--- config.mk ---
export PLATFORM = sky130hd
export DESIGN_NAME = mem_d_reader
export DESIGN_NICKNAME = d
export VERILOG_FILES = /design/src/rtl/mem_d_reader_pkg.sv /design/src/rtl/mem_d_reader_fifo.sv /design/src/rtl/mem_d_reader.sv
export SDC_FILE = /design/constraint.sdc
export NUM_CORES = 1
export LEC_CHECK = 0
export ABC_AREA = 1
export BUFFER_PORTS_ARGS = -buffer_cell sky130_fd_sc_hd__buf_2
export CORE_ASPECT_RATIO = 0.9
export CORE_MARGIN = 2
export CORE_UTILIZATION = 45
export DETAILED_ROUTE_END_ITERATION = 8
export GPL_TIMING_DRIVEN = 0
export SKIP_CTS_REPAIR_TIMING = 1
export SLEW_MARGIN = 15
export SYNTH_ARGS = -nofsm -noshare
export SYNTH_HDL_FRONTEND = slang
export SYNTH_SLANG_ARGS = --single-unit
--- constraint.sdc ---
create_clock -name clk_i -period 5.1 [get_ports clk_i]
set_input_delay 0.765 -clock clk_i [delete_from_list [all_inputs] [get_ports clk_i]]
set_output_delay 0.765 -clock clk_i [all_outputs]
set_load 0.1 [all_outputs]
--- src/rtl/mem_d_reader_pkg.sv ---
// Shared types and constants for the streaming data-memory reader.
package mem_d_reader_pkg;

  typedef enum logic [1:0] {
    IDLE  = 2'd0,
    ISSUE = 2'd1,
    DRAIN = 2'd2,
    DONE  = 2'd3
  } state_t;

  localparam int unsigned ADDR_STRIDE = 4;

  typedef struct packed {
    logic [31:0] data;
    logic        err;
    logic [15:0] idx;
  } resp_entry_t;

endpackage

--- src/rtl/mem_d_reader_fifo.sv ---
// Response buffer: synchronous FIFO whose head entry is held in a register so
// a freshly pushed word into an empty buffer is visible one cycle later.
module mem_d_reader_fifo
  import mem_d_reader_pkg::*;
#(
  parameter int DEPTH = 4
) (
  input  logic        clk_i,
  input  logic        rst_i,
  input  logic        push_i,
  input  resp_entry_t wdata_i,
  input  logic        pop_i,
  output logic        valid_o,
  output resp_entry_t rdata_o
);

  localparam int PTR_W = $clog2(DEPTH);
  localparam int CNT_W = PTR_W + 1;

  resp_entry_t      mem [DEPTH];
  logic [PTR_W-1:0] wr_ptr;
  logic [PTR_W-1:0] rd_ptr;
  logic [PTR_W-1:0] rd_ptr_nx;
  logic [CNT_W-1:0] cnt;
  logic [CNT_W-1:0] cnt_nx;
  logic             pop;

  assign valid_o = (cnt != '0);
  assign pop     = pop_i && valid_o;

  always_comb begin
    rd_ptr_nx = rd_ptr + PTR_W'(pop);
    cnt_nx    = cnt + CNT_W'(push_i) - CNT_W'(pop);
  end

  always_ff @(posedge clk_i) begin
    if (push_i) mem[wr_ptr] <= wdata_i;
  end

  always_ff @(posedge clk_i or negedge rst_i) begin
    if (!rst_i) begin
      wr_ptr  <= '0;
      rd_ptr  <= '0;
      cnt     <= '0;
      rdata_o <= '0;
    end else begin
      if (push_i) wr_ptr <= wr_ptr + PTR_W'(1);
      rd_ptr <= rd_ptr_nx;
      cnt    <= cnt_nx;
      // the pushed word becomes the head when nothing older survives this edge
      if (push_i && cnt_nx == CNT_W'(1)) rdata_o <= wdata_i;
      else if (cnt_nx != '0)             rdata_o <= mem[rd_ptr_nx];
    end
  end

endmodule

--- src/rtl/mem_d_reader.sv ---
// Reads count_i consecutive 32-bit words over the data-memory port with
// bounded pipelining and streams them, in order, out of a response buffer.
//   state | meaning
//   IDLE  | waiting for start_i
//   ISSUE | issuing read requests, collecting responses
//   DRAIN | all requests issued, waiting for responses and buffer empty
//   DONE  | one-cycle completion, pulses done_o
module mem_d_reader
  import mem_d_reader_pkg::*;
#(
  parameter int MAX_OUTSTANDING = 4,
  parameter int TAG_W           = 11
) (
  input  logic             clk_i,
  input  logic             rst_i,
  input  logic             start_i,
  input  logic [31:0]      base_addr_i,
  input  logic [15:0]      count_i,
  output logic             busy_o,
  output logic             done_o,
  output logic             error_o,
  output logic [31:0]      mem_d_addr_o,
  output logic             mem_d_rd_o,
  output logic [TAG_W-1:0] mem_d_req_tag_o,
  output logic [3:0]       mem_d_wr_o,
  output logic [31:0]      mem_d_data_wr_o,
  output logic             mem_d_cacheable_o,
  output logic             mem_d_invalidate_o,
  output logic             mem_d_writeback_o,
  output logic             mem_d_flush_o,
  input  logic             mem_d_accept_i,
  input  logic             mem_d_ack_i,
  input  logic [31:0]      mem_d_data_rd_i,
  input  logic             mem_d_error_i,
  input  logic [TAG_W-1:0] mem_d_resp_tag_i,
  output logic             data_valid_o,
  output logic [31:0]      data_o,
  output logic [15:0]      data_idx_o,
  input  logic             data_ready_i
);

  localparam int CNT_W = 17;

  state_t           state;
  logic [31:0]      base_q;
  logic [15:0]      count_q;
  logic [CNT_W-1:0] issued;
  logic [CNT_W-1:0] recv;
  logic [CNT_W-1:0] popped;
  logic [CNT_W-1:0] issued_nx;
  logic [CNT_W-1:0] popped_nx;
  logic             fire;
  logic             pop;
  logic             push;
  logic             can_issue;
  logic             resp_bad;
  resp_entry_t      push_entry;
  resp_entry_t      head;

  assign mem_d_wr_o         = 4'h0;
  assign mem_d_data_wr_o    = 32'h0;
  assign mem_d_cacheable_o  = 1'b0;
  assign mem_d_invalidate_o = 1'b0;
  assign mem_d_writeback_o  = 1'b0;
  assign mem_d_flush_o      = 1'b0;

  assign fire      = mem_d_rd_o && mem_d_accept_i;
  assign pop       = data_valid_o && data_ready_i;
  assign push      = mem_d_ack_i && (state == ISSUE || state == DRAIN);
  assign issued_nx = issued + CNT_W'(fire);
  assign popped_nx = popped + CNT_W'(pop);
  // in-flight plus buffered never exceeds the buffer depth, so acks always fit
  assign can_issue = (issued_nx < CNT_W'(count_q)) &&
                     ((issued_nx - popped_nx) < CNT_W'(MAX_OUTSTANDING));
  assign resp_bad  = mem_d_error_i || (mem_d_resp_tag_i != TAG_W'(recv));
  assign push_entry = '{data: mem_d_data_rd_i, err: resp_bad, idx: recv[15:0]};

  assign data_o     = head.data;
  assign data_idx_o = head.idx;

  mem_d_reader_fifo #(
    .DEPTH(MAX_OUTSTANDING)
  ) u_fifo (
    .clk_i  (clk_i),
    .rst_i  (rst_i),
    .push_i (push),
    .wdata_i(push_entry),
    .pop_i  (pop),
    .valid_o(data_valid_o),
    .rdata_o(head)
  );

  always_ff @(posedge clk_i or negedge rst_i) begin
    if (!rst_i) begin
      state           <= IDLE;
      base_q          <= '0;
      count_q         <= '0;
      issued          <= '0;
      recv            <= '0;
      popped          <= '0;
      busy_o          <= 1'b0;
      done_o          <= 1'b0;
      error_o         <= 1'b0;
      mem_d_rd_o      <= 1'b0;
      mem_d_addr_o    <= '0;
      mem_d_req_tag_o <= '0;
    end else begin
      done_o <= 1'b0;
      issued <= issued_nx;
      popped <= popped_nx;
      if (push) begin
        recv <= recv + CNT_W'(1);
        if (resp_bad) error_o <= 1'b1;
      end
      if (pop && head.err) error_o <= 1'b1;

      case (state)
        IDLE: begin
          if (start_i && !done_o) begin
            base_q  <= base_addr_i & 32'hFFFF_FFFC;
            count_q <= count_i;
            error_o <= 1'b0;
            issued  <= '0;
            recv    <= '0;
            popped  <= '0;
            if (count_i == 16'd0) begin
              state <= DONE;
            end else begin
              state           <= ISSUE;
              busy_o          <= 1'b1;
              mem_d_rd_o      <= 1'b1;
              mem_d_addr_o    <= base_addr_i & 32'hFFFF_FFFC;
              mem_d_req_tag_o <= '0;
            end
          end
        end
        ISSUE: begin
          // address and tag only move once the current request has fired
          if (!mem_d_rd_o || fire) begin
            mem_d_rd_o <= can_issue;
            if (can_issue) begin
              mem_d_addr_o    <= base_q + 32'(issued_nx) * ADDR_STRIDE;
              mem_d_req_tag_o <= TAG_W'(issued_nx);
            end
          end
          if (fire && issued_nx == CNT_W'(count_q)) state <= DRAIN;
        end
        DRAIN: begin
          if (recv == CNT_W'(count_q) && !data_valid_o) state <= DONE;
        end
        DONE: begin
          done_o <= 1'b1;
          busy_o <= 1'b0;
          state  <= IDLE;
        end
        default: state <= IDLE;
      endcase
    end
  end

endmodule

# Word level (Yosys, flattened, before mapping)
# Memory sizes are Yosys's and may differ from the RTL's.
# Index checks and enable logic that the tools add are counted.
# classes
n_addsub	9
order_cmp	2
n_eq_ne	13
muxes	37
reduce_logical	28
# op_table
operator	count
two-way mux 32 bit	4
two-way mux 17 bit	7
two-way mux 49 bit	2
one-hot mux 32 bit (2 select lines)	1
two-way mux 11 bit	4
adder 17 x 1 -> 17 bit	2
equality test 17 x 16 -> 1 bit	2
adder 32 x 19 -> 32 bit	1
one-hot mux 11 bit (2 select lines)	1
adder 17 x 1 -> 17 bit, second input constant	1
< comparator 17 x 16 -> 1 bit	1
< comparator 17 x 3 -> 1 bit, second input constant	1
subtractor 17 bit	1
zero test 16 bit	1
two-way mux 1 bit	11
!= test 11 bit	1
logical AND 1 bit	10
two-way mux 2 bit	4
one-hot mux 2 bit (4 select lines)	1
!= test 2 x 1 -> 1 bit, second input constant	3
!= test 2 bit, second input constant	3
AND reduction 3 bit	2
nonzero test 2 bit	3
nonzero test 3 bit	2
14 further kinds	20
# totals
regBits	202
ram_bits	196
in_bits	98
wordCells	108
n_memories	1
# mem_list
name	words	word_bits	rd	rd_clocked_by_memory_dff	write_ports	line	rtl
u_fifo.mem	4	49	1	0	1	mem_d_reader_fifo.sv:20	resp_entry_t mem [DEPTH];

# Longest topological paths before layout
# Gate-level depths: netlist (run 1).
# logic_depth
ltp_word	9
ltp_mapped	31
mapped_depth_nobuf	30

# Modules after synthesis
# A second synthesis (run 1) with hierarchy kept.
# hier_totals
hier_cells	2624
hier_area_um2	21276.7
# modules_own_cells
module	instances	cells_each	area_per_inst_um2
mem_d_reader_fifo	1	1094	10979.3
mem_d_reader	1	1530	10297.4

# Worst setup path after synthesis (run 1)
# No wires, ideal clock.
# synth_path
kind	reg-to-reg
from	register mem_d_rd_o
to	register mem_d_addr_o[10]
t_arrival_ns	3.943
setup_slack_ns	1.035
path_stages_with_launch	26
n_path_buf	1
period_less_slack_ns	4.065
path_cell_list	dfrtp_1 > nand2_1 > inv_1 > ha_1 > nand3_1 > inv_1 > nand3_1 > nor4_1 > nand2_1 > nor2_1 > xor2_1 > inv_1 > ha_1 > a21oi_1 > nand2_1 > a21oi_1 > nand3_1 > nand2_1 > inv_1 > nor2_1 > nand3_1 > nand2_2 > nand2_4 > buf_6 > nand2_1 > nand2_1
# synth_between
elab_chain_cells	7
elab_cells_between_ends	15
classes_between	3 x add/sub; 2 x order compare; 2 x eq/ne; 3 x mux; 5 x reduce/logical
# synth_rtl
item	line	rtl
from (decl)	mem_d_reader.sv:23	output logic mem_d_rd_o,
from (signal assigned)	mem_d_reader.sv:140	mem_d_rd_o <= can_issue;
logical AND 1 bit	mem_d_reader.sv:67	assign fire = mem_d_rd_o && mem_d_accept_i;
adder 17 x 1 -> 17 bit	mem_d_reader.sv:70	assign issued_nx = issued + CNT_W'(fire);
subtractor 17 bit	mem_d_reader.sv:74	((issued_nx - popped_nx) < CNT_W'(MAX_OUTSTANDING));
< comparator 17 x 3 -> 1 bit	mem_d_reader.sv:74	
logical AND 1 bit	mem_d_reader.sv:73	assign can_issue = (issued_nx < CNT_W'(count_q)) &&
!= test 2 bit (no line)	--	
AND reduction 5 bit (no line)	--	
to (signal assigned)	mem_d_reader.sv:132	mem_d_addr_o <= base_addr_i & 32'hFFFF_FFFC;
to (signal assigned)	mem_d_reader.sv:142	mem_d_addr_o <= base_q + 32'(issued_nx) * ADDR_STRIDE;
to (decl)	mem_d_reader.sv:22	output logic [31:0] mem_d_addr_o,
# Several ways; a longest one is shown, not always the timed one. The select of a mux whose other input is x is not followed.
# A chain may end at the register's enable or synchronous reset.

# Worst setup path in the final report (run 1)
# layout_path
from	register mem_d_rd_o
to	register mem_d_addr_o[22]
# Same word-level chain as after synthesis.

==> results of run 1 <==
[worst max-delay path by stage]
stage,startpoint,end,slack [ns],cells past startpoint
after floorplan,mem_d_rd_o$_DFFE_PN0P_,mem_d_addr_o[10]$_DFFE_PN0P_,1.04,25
after global placement,rst_i,mem_d_req_tag_o[6]$_DFFE_PN0P_,-0.59,1
after detailed placement,mem_d_accept_i,mem_d_addr_o[22]$_DFFE_PN0P_,-0.01,24
after CTS,state[0]$_DFFE_PN0P_,u_fifo.rdata_o[1]$_DFFE_PN0P_,0.18,15
after global routing,mem_d_rd_o$_DFFE_PN0P_,mem_d_addr_o[25]$_DFFE_PN0P_,0.16,25
final,mem_d_rd_o$_DFFE_PN0P_,mem_d_addr_o[22]$_DFFE_PN0P_,0.58,23
[final cells by class]
class	instances	area [µm²]
sequential	396	10890
inverter	197	739.5
tap	600	750.7
timing repair buffer	199	1216
buffer	168	1015
fill	4030	20420
clock inverter	22	281.5
clock buffer	55	1171
multi-input combinational	1463	7810
antenna	3	7.507
[layout by cell type (no fill, tap or decap), types with 17 or more instances in the layout]
cell type / count
nand2_1: 551
dfrtp_1: 200
edfxtp_1: 196
inv_1: 191
buf_2: 188
nor2_1: 173
nand3_1: 162
mux2i_1: 98
buf_4: 94
o21ai_0: 88
clkbuf_1: 68
ha_1: 57
a31oi_1: 56
a21oi_1: 54
clkbuf_16: 43
conb_1: 42
xor2_1: 30
nor3_1: 26
xnor2_1: 17
nand4_1: 17
[worst max-delay path, delay by kind of cell (launching register included)]
family,cells,cell delay [ns]
XOR/XNOR,1,0.40
buffers and inverters,4,0.46
AND/OR/NAND/NOR,12,1.87
flip-flops,1,0.39
AO/OA/AOI/OAI,4,0.75
adder cells (fa/ha/maj),2,0.57
[Yosys cell counts (all sizes together) (3+ instances only)]
library cell  number
o21bai             3
or2                6
ha                57
nand3            163
buf              106
a31oi             56
xnor2             17
o22ai             10
nor2             185
a21boi             3
nor3              27
a211oi             3
dfrtp            200
nand4             17
nor4               8
xor2              31
inv              197
mux2i             98
nand2            566
edfxtp           196
a21oi             54
o21ai             93
nand3b             4
a221oi             4
clkbuf            62
[state kept, by name, indices dropped and copies added, names as in the netlist, 3 cells and up]
name	count
u_fifo.mem	196
popped	17
mem_d_req_tag_o	11
u_fifo.cnt	3
base_q	30
count_q	16
issued	17
mem_d_addr_o	30
recv	17
u_fifo.rdata_o	49
[cells by family after synthesis]
family,share of synthesized area
adders and majority gates,0.03719
other,0.0001851
DFF,0.5376
and+or+nand+nor,0.2032
xor gates and xnor gates,0.02075
AOI/OAI and AO/OA,0.06609
muxes,0.04843
buffers and inverters,0.08654
[where the power goes]
part	total, µW	internal [µW]	switching [µW]
Clock	3200	1850	1360
Sequential	4830	4350	484
Combinational	9460	2610	6840
Total	17500	8810	8680
[stage by stage]
| step | cells | setup TNS (ns) | setup slack, ns |
|---|---|---|---|
| floorplan | 2224 | 0 | 1.035 |
| global placement | 3013 | -219.83 | -0.5945 |
| detailed placement | 3023 | -0.01542 | -0.01172 |
| CTS | 3100 | 0 | 0.1808 |
| global route | 3100 | 0 | 0.1622 |
| finish | 3103 | 0 | 0.5840 |
[metal layers]
layer,vias up,part of all wire
li1,7742,-
met1,7530,0.46
met2,455,0.45
met3,84,0.067
met4,8,0.022
met5,-,0.00080
==> results.yml, run 1 <==
clock_tree:
  numCtsBuffers: 43
  insertion_delay_ns: 0.60
  clk_pin_slew_worst_paths_ns: 0.06
  cts_tree: "built"
  clock_path_buffers: 3
  cts-htree-levels: 2
  root_buffer: "clkbuf_16"
  clock_sinks: 396
setup_path:
  timing.rr.start: "mem_d_rd_o$_DFFE_PN0P_"
  cp_data_arrival_time_ns: 5.03
  crit_path_start_kind: "register"
  cpPeakStageDelay_ns: 0.43
  reg2regPathDepth: 23
  critPathKind: "reg -> reg"
  rrSetupSlack_ns: 0.58
  crit_path_end_kind: "register"
  worstReg2RegEnd: "mem_d_addr_o[22]$_DFFE_PN0P_"
  crit_required_ns: 5.61
  cpMostUsedCell: "nand2_1"
  cp_cell_sequence: "nand2_1 -> inv_1 -> ha_1 -> nand3_1 -> inv_1 -> nand3_1 -> nor4_1 -> nand2_1 -> xor2_2 -> ha_1 -> nand2_1 -> nor2_1 -> nor2_1 -> nand2_1 -> a21oi_1 -> inv_1 -> a21oi_1 -> inv_1 -> nand2_1 -> o21ai_0 -> o22ai_1 -> nand3_1 -> nand2_1"
  cp_slowest_cell: "nor4_1"
  crit_fanout: 5
global_routing:
  antenna_found_initial: 6
  grt_use_met2: 0.3790
  grt_util_met1: 0.3390
  grt_pass1_wl_um: 85560
  grt_max_degree: 89
  grt_overflow_total: 0
  grt.busiest_layer: "met2"
  grt_pass1_vias: 15080
  grt_use_total: 0.2399
  grtUsageMet3: 0.04484
timing:
  finalSetupViolCount: 0
  tightest_slew_ns: 0.9054
  whs_ns: 0.01492
  clock_skew_ns: 0.03065
  report.final.slew_viol_count: 0
  rsz0062_at_grt: "false"
  period_share: 0.8855
  fmax_mhz: 221.4
  slew_headroom: 0.3964
  hold_violations: 0
  min_period_ns: 4.516
yosys:
  yosys_register_bits: 396
  synth_top_area_frac: 0.2906
  synth_ff_type: "dfrtp_1"
  netlist_area_um2: 20260
  ys_types: 48
  yosys_warnings: 0
  synth.largest_area_cell: "edfxtp_1"
  synth_edf_count: 196
  syn_inst: 2183
  syn_avg_cell_area_um2: 9.279
  synthArstFlopShare: 0.5051
  synth_seq_area_share: 0.5376
  synth_area_leaders: "edfxtp_1 29%, dfrtp_1 25%, nand2_1 10%"
place:
  placed_cell_area_um2: 22410
  hpwl_um: 40640
  gp_congestion: 0.9261
  io_buffer_count: 189
layout:
  finalNetCount: 2625
  final_core_util: 0.5391
  area_growth_pct: 17.90
  design_area_um2: 23880
  drive_above_1_share: 0.1640
job:
  drv_cap: 0
drt:
  wl_um: 56250
  vias: 15820
  dr.pass1.iters: 6
  drtIter0Drc: 1065
  drc: 0
  vias_per_cell: 5.098
  antenna_left: 0
  post_drt_wl_per_cell_um: 18.13
hold_path:
  hp-class: "in -> async"
floorplanning:
  start_util: 0.4573
  row_count: 73
  fp.dieH_um: 205.3
  boundaryPins: 234
  dieArea_um2: 46730
  core_region_area_um2: 44300
  chipWidth_um: 227.6
power_and_ir_drop:
  total_power_uw: 17490
  p_per_area_nw_per_um2: 732.5
  vdd_ir_drop_max_mv: 0.4783
  p_leak_uw: 0.01126
run_status:
  status: "complete, no violations"
Power figures use the tool's default switching activity.
==> run 2, diff against run 1 <==
--- a/config.mk
+++ b/config.mk
@@ -9,9 +9,11 @@
 export BUFFER_PORTS_ARGS = -buffer_cell sky130_fd_sc_hd__buf_2
 export CORE_ASPECT_RATIO = 0.9
 export CORE_MARGIN = 2
-export CORE_UTILIZATION = 45
+export CORE_UTILIZATION = 59
 export DETAILED_ROUTE_END_ITERATION = 8
 export GPL_TIMING_DRIVEN = 0
+export PLACE_DENSITY = 0.89
+export REMOVE_ABC_BUFFERS = 1
 export SKIP_CTS_REPAIR_TIMING = 1
 export SLEW_MARGIN = 15
 export SYNTH_ARGS = -nofsm -noshare
==> results.yml, run 2 (synthesis gave the netlist of run 1 again) <==
layout:
  reg.largest.list: "u_fifo.mem: 196 flops, u_fifo.rdata_o: 49 flops"
  final_common_cell: "nand2_1"
  final_core_util: 0.6765
  design_area_um2: 22910
  largest_register_ffs: 196
  final_cell_mix: "551 x nand2_1, 200 x dfrtp_1, 196 x edfxtp_1"
  drive_above_1_share: 0.1430
  finalNetCount: 2476
  regMostFlops: "u_fifo.mem"
  area_growth_pct: 13.13
floorplanning:
  row_count: 64
  dieArea_um2: 35830
  fp.dieH_um: 179.8
  chipWidth_um: 199.3
  start_util: 0.5980
  boundaryPins: 234
  core_region_area_um2: 33870
global_routing:
  grt_pass1_vias: 16100
  grt_pass1_wl_um: 87970
  grt_overflow_total: 0
  antenna_found_initial: 10
  grt_use_total: 0.3152
  grt_max_degree: 97
place:
  dpl_worst_slack_ns: -0.7438
  placed_cell_area_um2: 21570
  io_buffer_count: 189
  hpwl_um: 37210
  gp_congestion: 0.9474
job:
  drv_cap: 0
drt:
  drc: 0
  vias_per_cell: 5.832
  vias: 16460
  dr.pass1.iters: 6
  drtIter0Drc: 1684
  wl_um: 56170
  post_drt_wl_per_cell_um: 19.91
  antenna_left: 0
power_and_ir_drop:
  intPower_uw: 8494
  p_leak_uw: 0.01078
  clkPwrFrac: 0.170
  total_power_uw: 17230
  pwr-share-seq: 0.284
  swShare: 0.5069
  p_per_area_nw_per_um2: 751.8
  combPwrFrac: 0.546
  netSwitchingPower_uw: 8733
  vdd_ir_drop_max_mv: 0.6638
setup_path:
  rrSetupSlack_ns: 0.48
  crit_start: "mem_d_rd_o$_DFFE_PN0P_"
  crit_fanout: 42
  timing.rr.start: "mem_d_rd_o$_DFFE_PN0P_"
  cpPeakStageDelay_ns: 0.37
  crit_required_ns: 5.53
  cp_data_arrival_time_ns: 5.05
  crit_path_start_kind: "register"
  worstReg2RegEnd: "mem_d_addr_o[18]$_DFFE_PN0P_"
  reg2regPathDepth: 28
  crit_path_end: "mem_d_addr_o[18]$_DFFE_PN0P_"
  critPathKind: "reg -> reg"
  critPathBufInv: 3
  crit_path_end_kind: "register"
  cp_slowest_cell: "dfrtp_1"
  crit_family: "simple AND/OR/NAND/NOR gates"
  cp.depth: 28
  cpMostUsedCell: "nand2_1"
timing:
  clock_skew_ns: 0.02809
  hold_violations: 0
  report.final.slew_viol_count: 0
  period_share: 0.9062
  finalSetupViolCount: 0
  setup_tns_ns: 0
  fmax_mhz: 216.4
  tightest_slew_ns: 1.115
  slew_headroom: 0.2570
  min_period_ns: 4.621
  setup_ws_ns: 0.4786
clock_tree:
  root_buffer: "clkbuf_16"
  numCtsBuffers: 39
  cts_tree: "built"
  clk_pin_slew_worst_paths_ns: 0.06
  insertion_delay_ns: 0.57
  cts-htree-levels: 2
  clock_sinks: 396
  clock_path_buffers: 3
run_status:
  status: "complete, no violations"
hold_path:
  hp-class: "in -> async"
## run 2: power groups by stage
stage | Sequential, µW | Clock [µW] | Combinational [µW]
2_1_floorplan | 7180 | 0 | 4560
3_3_place_gp | 4870 | 0 | 8410
3_5_place_dp | 4900 | 0 | 9100
4_1_cts | 4870 | 2940 | 9300
5_1_grt | 4960 | 3070 | 10100
6_report | 4890 | 2930 | 9400
## run 2: area by class of cell
class	instances	area (µm²)
fillers	2327	10960
flip-flops and latches	396	10890
multi-input cells	1463	7868
repair buffers	222	1519
clock buffers	54	1082
inverters	197	739.5
well taps	462	578.1
clock inverters	18	212.7
diodes	10	25.02
## run 2: metrics by stage
step / std cells / hold WS (ns)
floorplan: 2056 / 0.4483
detailed placement: 2740 / 0.4529
finish: 2822 / 0.07144
global placement: 2707 / 0.4519
CTS: 2812 / 0.07756
global route: 2816 / 0.08608
## run 2: worst reg2reg max path, delay by kind of cell, from the launching register on
family / cells / cell delay (ns)
compound gates: 2 / 0.38
fa+ha+maj: 3 / 0.75
simple gates: 20 / 2.72
flops: 1 / 0.37
buf+inv: 3 / 0.27
## run 2: how the worst min path moves through the flow
stage / from / end / cells after the start
6_report: rst_i / u_fifo.rdata_o[38]$_DFFE_PN0P_ / 1
5_1_grt: rst_i / u_fifo.rdata_o[35]$_DFFE_PN0P_ / 1
4_1_cts: rst_i / u_fifo.rdata_o[38]$_DFFE_PN0P_ / 1
3_5_place_dp: mem_d_addr_o[23]$_DFFE_PN0P_ / mem_d_addr_o[23]$_DFFE_PN0P_ / 2
3_3_place_gp: mem_d_addr_o[4]$_DFFE_PN0P_ / mem_d_addr_o[4]$_DFFE_PN0P_ / 2
2_1_floorplan: base_q[13]$_DFFE_PN0P_ / base_q[13]$_DFFE_PN0P_ / 2
## run 2: layer usage
metal	global-route usage	wire (µm)	up-vias	part of all wire
li1	-	-	7455	-
met1	0.4024	20770	7803	0.37
met2	0.5242	27160	1002	0.48
met3	0.07129	5972	195	0.11
met4	0.1197	2261	2	0.040
met5	0	7	-	0.00012
